$ cat src/rtl/riscv_pkg.sv
// Shared RISC-V pipeline definitions: one-hot instruction-type encodings,
// register-usage masks, hazard FSM states and the EX-stage tracker record.
package riscv_pkg;

  localparam logic [5:0] TYPE_R = 6'b100000;
  localparam logic [5:0] TYPE_I = 6'b010000;
  localparam logic [5:0] TYPE_S = 6'b001000;
  localparam logic [5:0] TYPE_B = 6'b000100;
  localparam logic [5:0] TYPE_J = 6'b000010;
  localparam logic [5:0] TYPE_U = 6'b000001;

  // Which instruction types read rs1/rs2 or write rd
  localparam logic [5:0] RS1_USERS  = TYPE_R | TYPE_I | TYPE_S | TYPE_B;
  localparam logic [5:0] RS2_USERS  = TYPE_R | TYPE_S | TYPE_B;
  localparam logic [5:0] RD_WRITERS = TYPE_R | TYPE_I | TYPE_J | TYPE_U;

  typedef enum logic [1:0] {
    ST_RUN   = 2'd0,
    ST_STALL = 2'd1,
    ST_FLUSH = 2'd2
  } hz_state_e;

  typedef struct packed {
    logic       valid;
    logic [4:0] rd;
    logic       writes;
    logic       load;
  } ex_track_t;

  function automatic logic is_onehot6(input logic [5:0] t);
    return (t != 6'b000000) && ((t & (t - 6'd1)) == 6'b000000);
  endfunction

endpackage

$ cat src/rtl/hazard_controller_if.sv
// ID/EX-side hazard bus: the pipeline (master) presents the decoded ID
// instruction and branch resolution; the controller (slave) returns enables.
interface hazard_controller_if #(
  parameter int CNT_W = 16
);
  logic             id_valid;
  logic [5:0]       id_type;
  logic [4:0]       id_rs1;
  logic [4:0]       id_rs2;
  logic [4:0]       id_rd;
  logic             id_is_load;
  logic             ex_branch_taken;
  logic             pc_en;
  logic             ifid_en;
  logic             ifid_flush;
  logic             idex_flush;
  logic             alusrc;
  logic             stall_active;
  logic             illegal_type;
  logic [CNT_W-1:0] stall_cnt;
  logic [CNT_W-1:0] flush_cnt;

  modport master (
    output id_valid, id_type, id_rs1, id_rs2, id_rd, id_is_load, ex_branch_taken,
    input  pc_en, ifid_en, ifid_flush, idex_flush, alusrc, stall_active,
           illegal_type, stall_cnt, flush_cnt
  );

  modport slave (
    input  id_valid, id_type, id_rs1, id_rs2, id_rd, id_is_load, ex_branch_taken,
    output pc_en, ifid_en, ifid_flush, idex_flush, alusrc, stall_active,
           illegal_type, stall_cnt, flush_cnt
  );
endinterface

$ cat src/rtl/hazard_detect.sv
// Combinational register-usage decode of the ID instruction and load-use
// comparison against the instruction currently held in EX.
module hazard_detect
  import riscv_pkg::*;
(
  input  logic       id_valid,
  input  logic [5:0] id_type,
  input  logic [4:0] id_rs1,
  input  logic [4:0] id_rs2,
  input  ex_track_t  ex,
  output logic       illegal,
  output logic       uses_rd,
  output logic       is_itype,
  output logic       load_use
);

  logic onehot_s;
  logic uses_rs1_s;
  logic uses_rs2_s;
  logic hit_s;

  // Decode source/destination usage and compare against the EX load
  always_comb begin
    onehot_s   = is_onehot6(id_type);
    uses_rs1_s = 1'b0;
    uses_rs2_s = 1'b0;
    uses_rd    = 1'b0;
    is_itype   = 1'b0;
    load_use   = 1'b0;
    if (onehot_s) begin
      uses_rs1_s = |(id_type & RS1_USERS);
      uses_rs2_s = |(id_type & RS2_USERS);
      uses_rd    = |(id_type & RD_WRITERS);
      is_itype   = (id_type == TYPE_I);
    end else begin
      uses_rs1_s = 1'b0;
      uses_rs2_s = 1'b0;
      uses_rd    = 1'b0;
      is_itype   = 1'b0;
    end
    illegal = id_valid & ~onehot_s;
    hit_s   = (uses_rs1_s && (id_rs1 == ex.rd)) || (uses_rs2_s && (id_rs2 == ex.rd));
    // x0 is hard-wired, so a load into it can never create a dependency
    if (id_valid && ex.valid && ex.load && ex.writes && (ex.rd != 5'd0)) begin
      load_use = hit_s;
    end else begin
      load_use = 1'b0;
    end
  end

endmodule

$ cat src/rtl/hazard_controller.sv
// Pipeline hazard controller: load-use stall, taken-branch redirect flush,
// EX-stage tracking, registered ALU source select and saturating event counters.
module hazard_controller
  import riscv_pkg::*;
#(
  parameter int FLUSH_LEN = 1,
  parameter int CNT_W     = 16
) (
  input  logic clock,
  input  logic reset,
  hazard_controller_if.slave hz
);

  localparam logic [2:0]       FLUSH_RELOAD = 3'(FLUSH_LEN - 1);
  localparam logic [CNT_W-1:0] CNT_MAX      = {CNT_W{1'b1}};

  hz_state_e        state_r;
  logic [2:0]       fcnt_r;
  ex_track_t        ex_r;
  logic             alusrc_r;
  logic [CNT_W-1:0] stall_cnt_r;
  logic [CNT_W-1:0] flush_cnt_r;

  logic pc_en_s;
  logic ifid_en_s;
  logic ifid_flush_s;
  logic idex_flush_s;
  logic capture_s;
  logic illegal_s;
  logic uses_rd_s;
  logic is_itype_s;
  logic load_use_s;

  hazard_detect u_detect (
    .id_valid (hz.id_valid),
    .id_type  (hz.id_type),
    .id_rs1   (hz.id_rs1),
    .id_rs2   (hz.id_rs2),
    .ex       (ex_r),
    .illegal  (illegal_s),
    .uses_rd  (uses_rd_s),
    .is_itype (is_itype_s),
    .load_use (load_use_s)
  );

  // Pipeline enables/flushes from current state and ID/EX conditions
  always_comb begin
    pc_en_s      = 1'b1;
    ifid_en_s    = 1'b1;
    ifid_flush_s = 1'b0;
    idex_flush_s = 1'b0;
    if (reset) begin
      pc_en_s      = 1'b0;
      ifid_en_s    = 1'b0;
      ifid_flush_s = 1'b1;
      idex_flush_s = 1'b1;
    end else begin
      case (state_r)
        ST_FLUSH: begin
          ifid_flush_s = 1'b1;
          idex_flush_s = 1'b1;
        end
        ST_RUN, ST_STALL: begin
          if (hz.ex_branch_taken) begin
            ifid_flush_s = 1'b1;
            idex_flush_s = 1'b1;
          end else if (load_use_s) begin
            pc_en_s      = 1'b0;
            ifid_en_s    = 1'b0;
            idex_flush_s = 1'b1;
          end else begin
            pc_en_s      = 1'b1;
            ifid_en_s    = 1'b1;
          end
        end
        default: begin
          pc_en_s      = 1'b0;
          ifid_en_s    = 1'b0;
          ifid_flush_s = 1'b1;
          idex_flush_s = 1'b1;
        end
      endcase
    end
    capture_s = ~idex_flush_s & hz.id_valid & ~illegal_s;
  end

  // Hazard FSM with redirect-penalty countdown and saturating event counters
  always_ff @(posedge clock or posedge reset) begin
    if (reset) begin
      state_r     <= ST_RUN;
      fcnt_r      <= 3'd0;
      stall_cnt_r <= {CNT_W{1'b0}};
      flush_cnt_r <= {CNT_W{1'b0}};
    end else begin
      case (state_r)
        ST_RUN, ST_STALL: begin
          if (hz.ex_branch_taken) begin
            state_r <= ST_FLUSH;
            fcnt_r  <= FLUSH_RELOAD;
            if (flush_cnt_r != CNT_MAX) begin
              flush_cnt_r <= flush_cnt_r + CNT_W'(1);
            end
          end else if (load_use_s) begin
            state_r <= ST_STALL;
            if ((state_r != ST_STALL) && (stall_cnt_r != CNT_MAX)) begin
              stall_cnt_r <= stall_cnt_r + CNT_W'(1);
            end
          end else begin
            state_r <= ST_RUN;
          end
        end
        ST_FLUSH: begin
          if (fcnt_r == 3'd0) begin
            state_r <= ST_RUN;
          end else begin
            fcnt_r <= fcnt_r - 3'd1;
          end
        end
        default: begin
          state_r <= ST_RUN;
          fcnt_r  <= 3'd0;
        end
      endcase
    end
  end

  // EX tracker and ALU B-source select follow whatever enters ID/EX
  always_ff @(posedge clock or posedge reset) begin
    if (reset) begin
      ex_r     <= '{valid: 1'b0, rd: 5'd0, writes: 1'b0, load: 1'b0};
      alusrc_r <= 1'b0;
    end else if (capture_s) begin
      ex_r     <= '{valid: 1'b1, rd: hz.id_rd, writes: uses_rd_s, load: hz.id_is_load};
      alusrc_r <= is_itype_s;
    end else begin
      ex_r     <= '{valid: 1'b0, rd: 5'd0, writes: 1'b0, load: 1'b0};
      alusrc_r <= 1'b0;
    end
  end

  assign hz.pc_en        = pc_en_s;
  assign hz.ifid_en      = ifid_en_s;
  assign hz.ifid_flush   = ifid_flush_s;
  assign hz.idex_flush   = idex_flush_s;
  assign hz.illegal_type = illegal_s & ~reset;
  assign hz.alusrc       = alusrc_r;
  assign hz.stall_active = (state_r == ST_STALL);
  assign hz.stall_cnt    = stall_cnt_r;
  assign hz.flush_cnt    = flush_cnt_r;

endmodule

$ cat src/flat_wrapper.sv
// flat-port wrapper written by rule: the top's interface ports become plain ports
module hazard_controller_flat import riscv_pkg::*;
#(
  parameter int FLUSH_LEN = 1,
  parameter int CNT_W     = 16
)
  (clock, reset, hz_id_valid, hz_id_type, hz_id_rs1, hz_id_rs2, hz_id_rd, hz_id_is_load, hz_ex_branch_taken, hz_pc_en, hz_ifid_en, hz_ifid_flush, hz_idex_flush, hz_alusrc, hz_stall_active, hz_illegal_type, hz_stall_cnt, hz_flush_cnt);
  hazard_controller_if #(.CNT_W(CNT_W)) hz_i ();
  input  logic clock;
  input  logic reset;
  input wire logic [$bits(hz_i.id_valid)-1:0] hz_id_valid;
  input wire logic [$bits(hz_i.id_type)-1:0] hz_id_type;
  input wire logic [$bits(hz_i.id_rs1)-1:0] hz_id_rs1;
  input wire logic [$bits(hz_i.id_rs2)-1:0] hz_id_rs2;
  input wire logic [$bits(hz_i.id_rd)-1:0] hz_id_rd;
  input wire logic [$bits(hz_i.id_is_load)-1:0] hz_id_is_load;
  input wire logic [$bits(hz_i.ex_branch_taken)-1:0] hz_ex_branch_taken;
  output wire logic [$bits(hz_i.pc_en)-1:0] hz_pc_en;
  output wire logic [$bits(hz_i.ifid_en)-1:0] hz_ifid_en;
  output wire logic [$bits(hz_i.ifid_flush)-1:0] hz_ifid_flush;
  output wire logic [$bits(hz_i.idex_flush)-1:0] hz_idex_flush;
  output wire logic [$bits(hz_i.alusrc)-1:0] hz_alusrc;
  output wire logic [$bits(hz_i.stall_active)-1:0] hz_stall_active;
  output wire logic [$bits(hz_i.illegal_type)-1:0] hz_illegal_type;
  output wire logic [$bits(hz_i.stall_cnt)-1:0] hz_stall_cnt;
  output wire logic [$bits(hz_i.flush_cnt)-1:0] hz_flush_cnt;
  assign hz_i.id_valid = hz_id_valid;
  assign hz_i.id_type = hz_id_type;
  assign hz_i.id_rs1 = hz_id_rs1;
  assign hz_i.id_rs2 = hz_id_rs2;
  assign hz_i.id_rd = hz_id_rd;
  assign hz_i.id_is_load = hz_id_is_load;
  assign hz_i.ex_branch_taken = hz_ex_branch_taken;
  assign hz_pc_en = hz_i.pc_en;
  assign hz_ifid_en = hz_i.ifid_en;
  assign hz_ifid_flush = hz_i.ifid_flush;
  assign hz_idex_flush = hz_i.idex_flush;
  assign hz_alusrc = hz_i.alusrc;
  assign hz_stall_active = hz_i.stall_active;
  assign hz_illegal_type = hz_i.illegal_type;
  assign hz_stall_cnt = hz_i.stall_cnt;
  assign hz_flush_cnt = hz_i.flush_cnt;
  hazard_controller #(.FLUSH_LEN(FLUSH_LEN), .CNT_W(CNT_W)) u_core (.clock(clock), .reset(reset), .hz(hz_i));
endmodule
$ cat config.mk
export PLATFORM = sky130hd
export DESIGN_NAME = hazard_controller_flat
export DESIGN_NICKNAME = d
export VERILOG_FILES = /design/src/rtl/riscv_pkg.sv /design/src/rtl/hazard_controller_if.sv /design/src/rtl/hazard_detect.sv /design/src/rtl/hazard_controller.sv /design/src/flat_wrapper.sv
export SDC_FILE = /design/constraint.sdc
export NUM_CORES = 1
export LEC_CHECK = 0
export BUFFER_PORTS_ARGS = -buffer_cell sky130_fd_sc_hd__buf_2
export CORE_MARGIN = 2
export CORE_UTILIZATION = 30
export DETAILED_ROUTE_END_ITERATION = 10
export PLACE_DENSITY = 0.49
export SLEW_MARGIN = 10
export SYNTH_ARGS = -nofsm -noshare
export SYNTH_HDL_FRONTEND = slang
export SYNTH_SLANG_ARGS = --single-unit
export TNS_END_PERCENT = 50
$ cat constraint.sdc
create_clock -name clock -period 2.4 [get_ports clock]
set_input_delay 0.24 -clock clock [delete_from_list [all_inputs] [get_ports clock]]
set_output_delay 0.24 -clock clock [all_outputs]
set_load 0.1 [all_outputs]
=== Yosys cells after proc, flatten, opt, wreduce, memory -nomap -nowiden ===
Index checks and enable logic that the tools add are counted.

* Add/subtract/negate cells: 4
* Multipliers: 0
* Div/mod/pow operators: 0
* $lt $le $gt $ge: 0
* Equality and inequality tests: 11
* Shifts and indexed selects: 0
* Mux-type cells: 25
* Bitwise logic cells: 10
* Reduce and logical (&&, ||, !) cells: 21

{| class="wikitable"
|+ Operator list
! operator !! number
|-
| 16-bit by 1-bit adder with 16-bit output, second input constant || 2
|-
| 16-bit != test, second input constant || 2
|-
| 1-bit 2-to-1 mux || 17
|-
| 5-bit equality test || 2
|-
| 1-bit logical AND || 8
|-
| 8-bit 2-to-1 mux || 1
|-
| 4-bit OR reduction || 2
|-
| 6-bit AND || 1
|-
| 6-bit by 5-bit equality test with 1-bit output, second input constant || 1
|-
| 6-bit logical NOT || 1
|-
| 3-bit 2-to-1 mux || 2
|-
| 3-bit case mux with 2 select lines || 1
|-
| 6-bit nonzero test || 1
|-
| 6-bit by 1-bit subtractor with 6-bit output, second input constant || 1
|-
| 1-bit NOT || 5
|-
| 5-bit nonzero test || 1
|-
| 1-bit AND || 4
|-
| 2-bit 2-to-1 mux || 2
|-
| 2-bit by 1-bit != test with 1-bit output, second input constant || 2
|-
| 2-bit != test, second input constant || 2
|-
| 2-bit case mux with 2 select lines || 1
|-
| 4-bit AND reduction || 1
|-
| 3-bit logical NOT || 1
|-
| 3-bit AND reduction || 1
|-
| other kinds (9) || 9
|}

* Bits in registers: 46
* Bits in latches: 0
* Bits in writable memories: 0
* ROM bits: 0
* Input bits: 26
* Output and inout port bits: 39
* Memories kept: 0

=== Depth between registers and ports, before layout ===
* Depth after elaboration: 16
* Depth in mapped cells: 8

=== Modules after synthesis ===
A second synthesis with hierarchy kept.

* Cells, all modules: 227
* Area, all modules: 2,389.8 µm²

{| class="wikitable"
|+ By module, submodules not included
! module !! times used !! cells an instance !! area each (µm²) !! sequential area each (µm²)
|-
| hazard_controller || 1 || 193 || 2,144.6 || 1,151.1
|-
| hazard_detect || 1 || 34 || 245.2 || 0.0
|}

=== Least setup slack after synthesis ===
Ideal clock, no wire load.

* Kind: input port to output port
* From: input hz_id_type[2]
* To: output hz_pc_en
* Arrival time: 4.003 ns
* Required time: 2.160 ns
* Slack: -1.843 ns
* Stages: 7
* Buffers on the path: 1
* Cell sequence: or4_4 -> nand2_1 -> o22ai_2 -> nand4_1 -> nor2_1 -> a211oi_1 -> buf_4

* Cells in the longest elaborated chain, start to end: 12
* Elaborated cells between the ends (all ways): 17
* Those cells by class: add/sub: 1; mux: 7; bitwise: 1; reduce/logical: 8

{| class="wikitable"
|+ Ends and longest elaborated chain
! item !! line !! text
|-
| from (decl) || flat_wrapper.sv:12 || <nowiki>input wire logic [$bits(hz_i.id_type)-1:0] hz_id_type;</nowiki>
|-
| 6-bit by 1-bit subtractor with 6-bit output || riscv_pkg.sv:31 || <nowiki>return (t != 6'b000000) && ((t & (t - 6'd1)) == 6'b000000);</nowiki>
|-
| 6-bit AND || riscv_pkg.sv:31 ||
|-
| 6-bit logical NOT || riscv_pkg.sv:31 ||
|-
| 1-bit logical AND || riscv_pkg.sv:31 ||
|-
| 1-bit 2-to-1 mux || hazard_detect.sv:30 || <nowiki>if (onehot_s) begin</nowiki>
|-
| 1-bit logical AND || hazard_detect.sv:42 || <nowiki>hit_s = (uses_rs1_s && (id_rs1 == ex.rd)) || (uses_rs2_s && (id_rs2 == ex.rd));</nowiki>
|-
| 1-bit logical OR * || hazard_detect.sv:42 ||
|-
| 1-bit 2-to-1 mux * || hazard_detect.sv:44 || <nowiki>if (id_valid && ex.valid && ex.load && ex.writes && (ex.rd != 5'd0)) begin</nowiki>
|-
| 1-bit 2-to-1 mux * (2 in a row) || - ||
|-
| 1-bit case mux with 2 select lines * || - ||
|-
| 1-bit 2-to-1 mux * || - ||
|-
| to (decl) || flat_wrapper.sv:18 || <nowiki>output wire logic [$bits(hz_i.pc_en)-1:0] hz_pc_en;</nowiki>
|}

Mark *: on every way between the ends. The rest lies on a longest branch, timed or not.

=== Final worst setup path ===
* From: register u_core.ex_r[5] in the netlist's numbering
* To: output hz_ifid_en

* Cells in the longest elaborated chain, start to end: 8
* Elaborated cells between the ends (all ways): 12
* Those cells by class: eq/ne: 2; mux: 5; reduce/logical: 5

{| class="wikitable"
|+ Ends and longest elaborated chain
! item !! line !! text
|-
| from (decl) || hazard_controller.sv:19 || <nowiki>ex_track_t ex_r;</nowiki>
|-
| from (signal assigned) || hazard_controller.sv:130 || <nowiki>ex_r <= '{valid: 1'b0, rd: 5'd0, writes: 1'b0, load: 1'b0};</nowiki>
|-
| from (signal assigned) || hazard_controller.sv:133 || <nowiki>ex_r <= '{valid: 1'b1, rd: hz.id_rd, writes: uses_rd_s, load: hz.id_is_load};</nowiki>
|-
| from (signal assigned) || hazard_controller.sv:136 || <nowiki>ex_r <= '{valid: 1'b0, rd: 5'd0, writes: 1'b0, load: 1'b0};</nowiki>
|-
| 5-bit equality test || hazard_detect.sv:42 ||
|-
| 1-bit logical AND || hazard_detect.sv:42 ||
|-
| 1-bit logical OR || hazard_detect.sv:42 ||
|-
| 1-bit 2-to-1 mux * || hazard_detect.sv:44 ||
|-
| 1-bit 2-to-1 mux * || hazard_controller.sv:67 || <nowiki>end else if (load_use_s) begin</nowiki>
|-
| 1-bit 2-to-1 mux * || hazard_controller.sv:64 || <nowiki>if (hz.ex_branch_taken) begin</nowiki>
|-
| 1-bit case mux with 2 select lines * || hazard_controller.sv:58 || <nowiki>case (state_r)</nowiki>
|-
| 1-bit 2-to-1 mux * || hazard_controller.sv:52 || <nowiki>if (reset) begin</nowiki>
|-
| to (decl) || flat_wrapper.sv:19 || <nowiki>output wire logic [$bits(hz_i.ifid_en)-1:0] hz_ifid_en;</nowiki>
|}

Marks and branches as above.

==> results.yml <==
grt:
  grt_max_degree: 47
  track_usage: 0.1396
  antenna_found_initial: 0
  grt_pass1_vias: 2030
  grt_overflow: 0
  grt_pass1_wl_mm: 9.784
place:
  globalplace.congestion: 0.8412
  io_buffers: 64
  dp.cells: 402
  dpl_cell_area_sq_mm: 0.003055
  hpwl_mm: 4.260
layout:
  fin_nets: 342
  stdcell_area_sq_mm: 0.003248
  area_growth_pct: 33.81
  layout.cells.non_filler: 415
  n_antenna_cell: 0
  postLayoutCoreUtil: 0.4182
  drive_above_1_share: 0.4217
setup_path:
  cp-start-kind: "flip-flop"
  critical_path.max_fanout: 2
  cp_cell_sequence: "xor2_1, or4_1, o22ai_2, nand4_1, nor2_4, a211oi_4, buf_12"
  crit_path_top_delay_cell: "or4_1"
  crit_type: "flip-flop to output port"
  worst_path_largest_cell_delay_ps: 520
  end_kind: "output port"
  worstPathArrival_ps: 2130
  critPathTopFamily: "simple AND/OR/NAND/NOR gates"
  critPathBufInv: 1
  worstPathRequired_ps: 2160
sta:
  skew_ps: 11.37
  fin_crit_sh: 0.9866
  hold_viol_final: 0
  tightest_slew_ps: 599.4
  maxSlewHeadroom: 0.6004
  max_clock_freq_ghz: 0.4223
  setup_viol: 0
  fin_setup_tns_ps: 0
  slew_violations: 0
  period_needed_ps: 2368
  grt_setup_unrepaired: "yes"
yosys:
  yosys_warnings: 0
  syn_avg_cell_area_sq_um: 10.42
  syn_inst: 233
  async_flop_share: 1.000
  seq_area_frac_synth: 0.4742
  ys.flop_type: "dfrtp_1"
  synth_cell_type_count: 45
  synth_edf_count: 0
  syn_nets: 263
  syn_area_sq_mm: 0.002427
  ys_ff_latch: 46
clocking:
  cts.reportedPaths.clkPinSlew_ps: 80
  hold_buffers: 0
  cts-root-buf: "clkbuf_8"
  ctsHtreeMaxLevel: 2
  cts_buffers: 5
  cts_tree: "done"
  clock_sinks: 46
  insertion_delay_ps: 310
  clockBufferDepth: 2
drt:
  drt-initial-drc-count: 52
  dr_total_vias: 2013
  routed_wl_mm: 5.800
  dr.pass1.iters: 4
  drc: 0
  drtAntennaViolNets: 0
  wl_per_cell_um: 13.98
  via_per_inst: 4.851
pwr:
  leakage_nw: 1.522
  p_per_area_mw_per_mm2: 671.0
  max-vdd-ir-drop_uv: 990.5
floorplanning:
  dieWidth_um: 93.95
  io_pins: 65
  core_sq_mm: 0.007767
  rows: 32
  die-area_sq_mm: 0.008827
  die_h_um: 93.95
  start_util: 0.3125
flow_run:
  cap_violations: 0
worst_hold_path:
  hold_class: "primary input to flip-flop"
status:
  status: "finished clean"
==> cell usage after synthesis, types with 2 or more instances <==
cell      instances  area, sq um
a21oi_1           3        15.01
and2_1            6        37.54
and3_1            2        12.51
and4_1            6        52.55
buf_4             3        22.52
dfrtp_1          46         1151
ha_1              4        50.05
inv_1             6        22.52
mux2_2            2        22.52
nand2_1          14        52.55
nand2b_1          2        12.51
nand3_1          15        75.07
nand4_1           8        50.05
nor2_1           11        41.29
nor2b_1           3        18.77
nor3_1            9        45.04
nor3b_1           3        22.52
nor3b_2           2        25.02
nor4_1            8        50.05
o21ai_0           7        35.03
o22ai_1           2        12.51
or2_2             2        12.51
or3_1             3        18.77
or4_1             3        22.52
or4_4             2        22.52
xnor2_1          19        166.4
xor2_1           24        210.2
==> metrics by stage <==
step,hold WS [ps],total power [mW],worst slack (ps)
floorplan,268.6,1.455,-176.3
global placement,448.6,1.602,112.6
detailed placement,448.9,1.607,49.90
finish,138.6,2.180,32.06
CTS,129.6,2.200,-68.81
global route,130.3,2.279,-58.19
==> layout make-up <==
class / count / area [sq um]
Clock buffer: 5 / 68.82
Clock inverter: 3 / 40.04
Fill cell: 776 / 4519
Inverter: 6 / 26.28
Multi-Input combinational cell: 176 / 1329
Sequential cell: 46 / 1179
Tap cell: 102 / 127.6
Timing Repair Buffer: 77 / 478.0
==> power breakdown <==
part | internal [mW] | total, mW | leakage [nW] | switching (mW)
combinational | 0.144 | 0.687 | 0.867 | 0.543
sequential | 0.833 | 0.905 | 0.597 | 0.0725
clock | 0.307 | 0.588 | 0.0579 | 0.281
total | 1.28 | 2.18 | 1.52 | 0.896
==> metal layers <==
layer,GRT usage,up-vias,wire (um)
li1,-,990,-
met1,0.1927,980,2821
met2,0.2143,38,2655
met3,0.03852,5,279
met4,0.03986,0,43
met5,0,-,0
==> final timing paths <==
| path | from | end | slack, ps | cells past startpoint |
|---|---|---|---|---|
| max | u_core.ex_r[5] | hz_ifid_en | 30 | 7 |
| min | hz_id_rd[0] | u_core.ex_r[2] | 140 | 2 |
| max reg2reg | u_core.hz.stall_cnt[0] | u_core.hz.stall_cnt[7] | 100 | 7 |
| min reg2reg | u_core.hz.stall_cnt[9] | u_core.hz.stall_cnt[9] | 480 | 1 |
| max in group asynchronous | reset | u_core.hz.stall_cnt[0] | 1740 | 3 |
| min in group asynchronous | reset | u_core.hz.stall_cnt[11] | 200 | 3 |
==> cells by family after synthesis <==
group / synth area share
xor gates and xnor gates: 0.1552
and+or+nand+nor: 0.2582
adders and majority gates: 0.02062
muxes: 0.009278
DFF: 0.4742
AOI/OAI and AO/OA: 0.06031
buffers and inverters: 0.02216
==> registers in the layout (all words and copies together), names as in the netlist <==
register / flops
u_core.hz.flush_cnt: 16
u_core.hz.stall_cnt: 16
u_core.ex_r: 8
u_core.fcnt_r: 3
u_core.state_r: 2
u_core.hz.alusrc: 1
==> what timing repair did <==
| action | 4_1_cts | 5_1_grt |
|---|---|---|
| pin swaps | 6 | 8 |
| gates resized for setup | 0 | 9 |
| setup buffers | 3 | 2 |
| endpoints found under the hold margin | 0 | 0 |
| setup endpoints to repair | 3 | 10 |
==> worst reg2reg max path, cell delays in order, from the launching register on <==
cell     delay, ps
dfrtp_4        520
ha_4           180
and4_4         190
and4b_1        200
or4_4          430
buf_4          170
nor4_1         390
xor2_1         170
==> cells in the final DEF, fill, tap and decap left out, drive strengths merged, types with 2 or more instances in the layout <==
| master | Yosys | routed |
|---|---|---|
| nor2 | 11 | 11 |
| and2 | 6 | 6 |
| or2 | 2 | 2 |
| clkbuf | 1 | 5 |
| nor4 | 9 | 9 |
| and4 | 6 | 6 |
| o22ai | 3 | 3 |
| mux2 | 2 | 2 |
| and3 | 2 | 2 |
| buf | 4 | 77 |
| nand2 | 15 | 15 |
| or3 | 4 | 4 |
| nand2b | 2 | 2 |
| nor3 | 10 | 10 |
| nor2b | 3 | 3 |
| xnor2 | 19 | 19 |
| nand4 | 8 | 8 |
| inv | 6 | 5 |
| clkinv | 0 | 2 |
| or4 | 5 | 5 |
| xor2 | 24 | 24 |
| nand3 | 15 | 15 |
| ha | 4 | 4 |
| dfrtp | 46 | 46 |
| o21ai | 8 | 8 |
| nor3b | 5 | 5 |
| a21oi | 3 | 3 |
No activity file was read; power rests on OpenSTA's default activity.
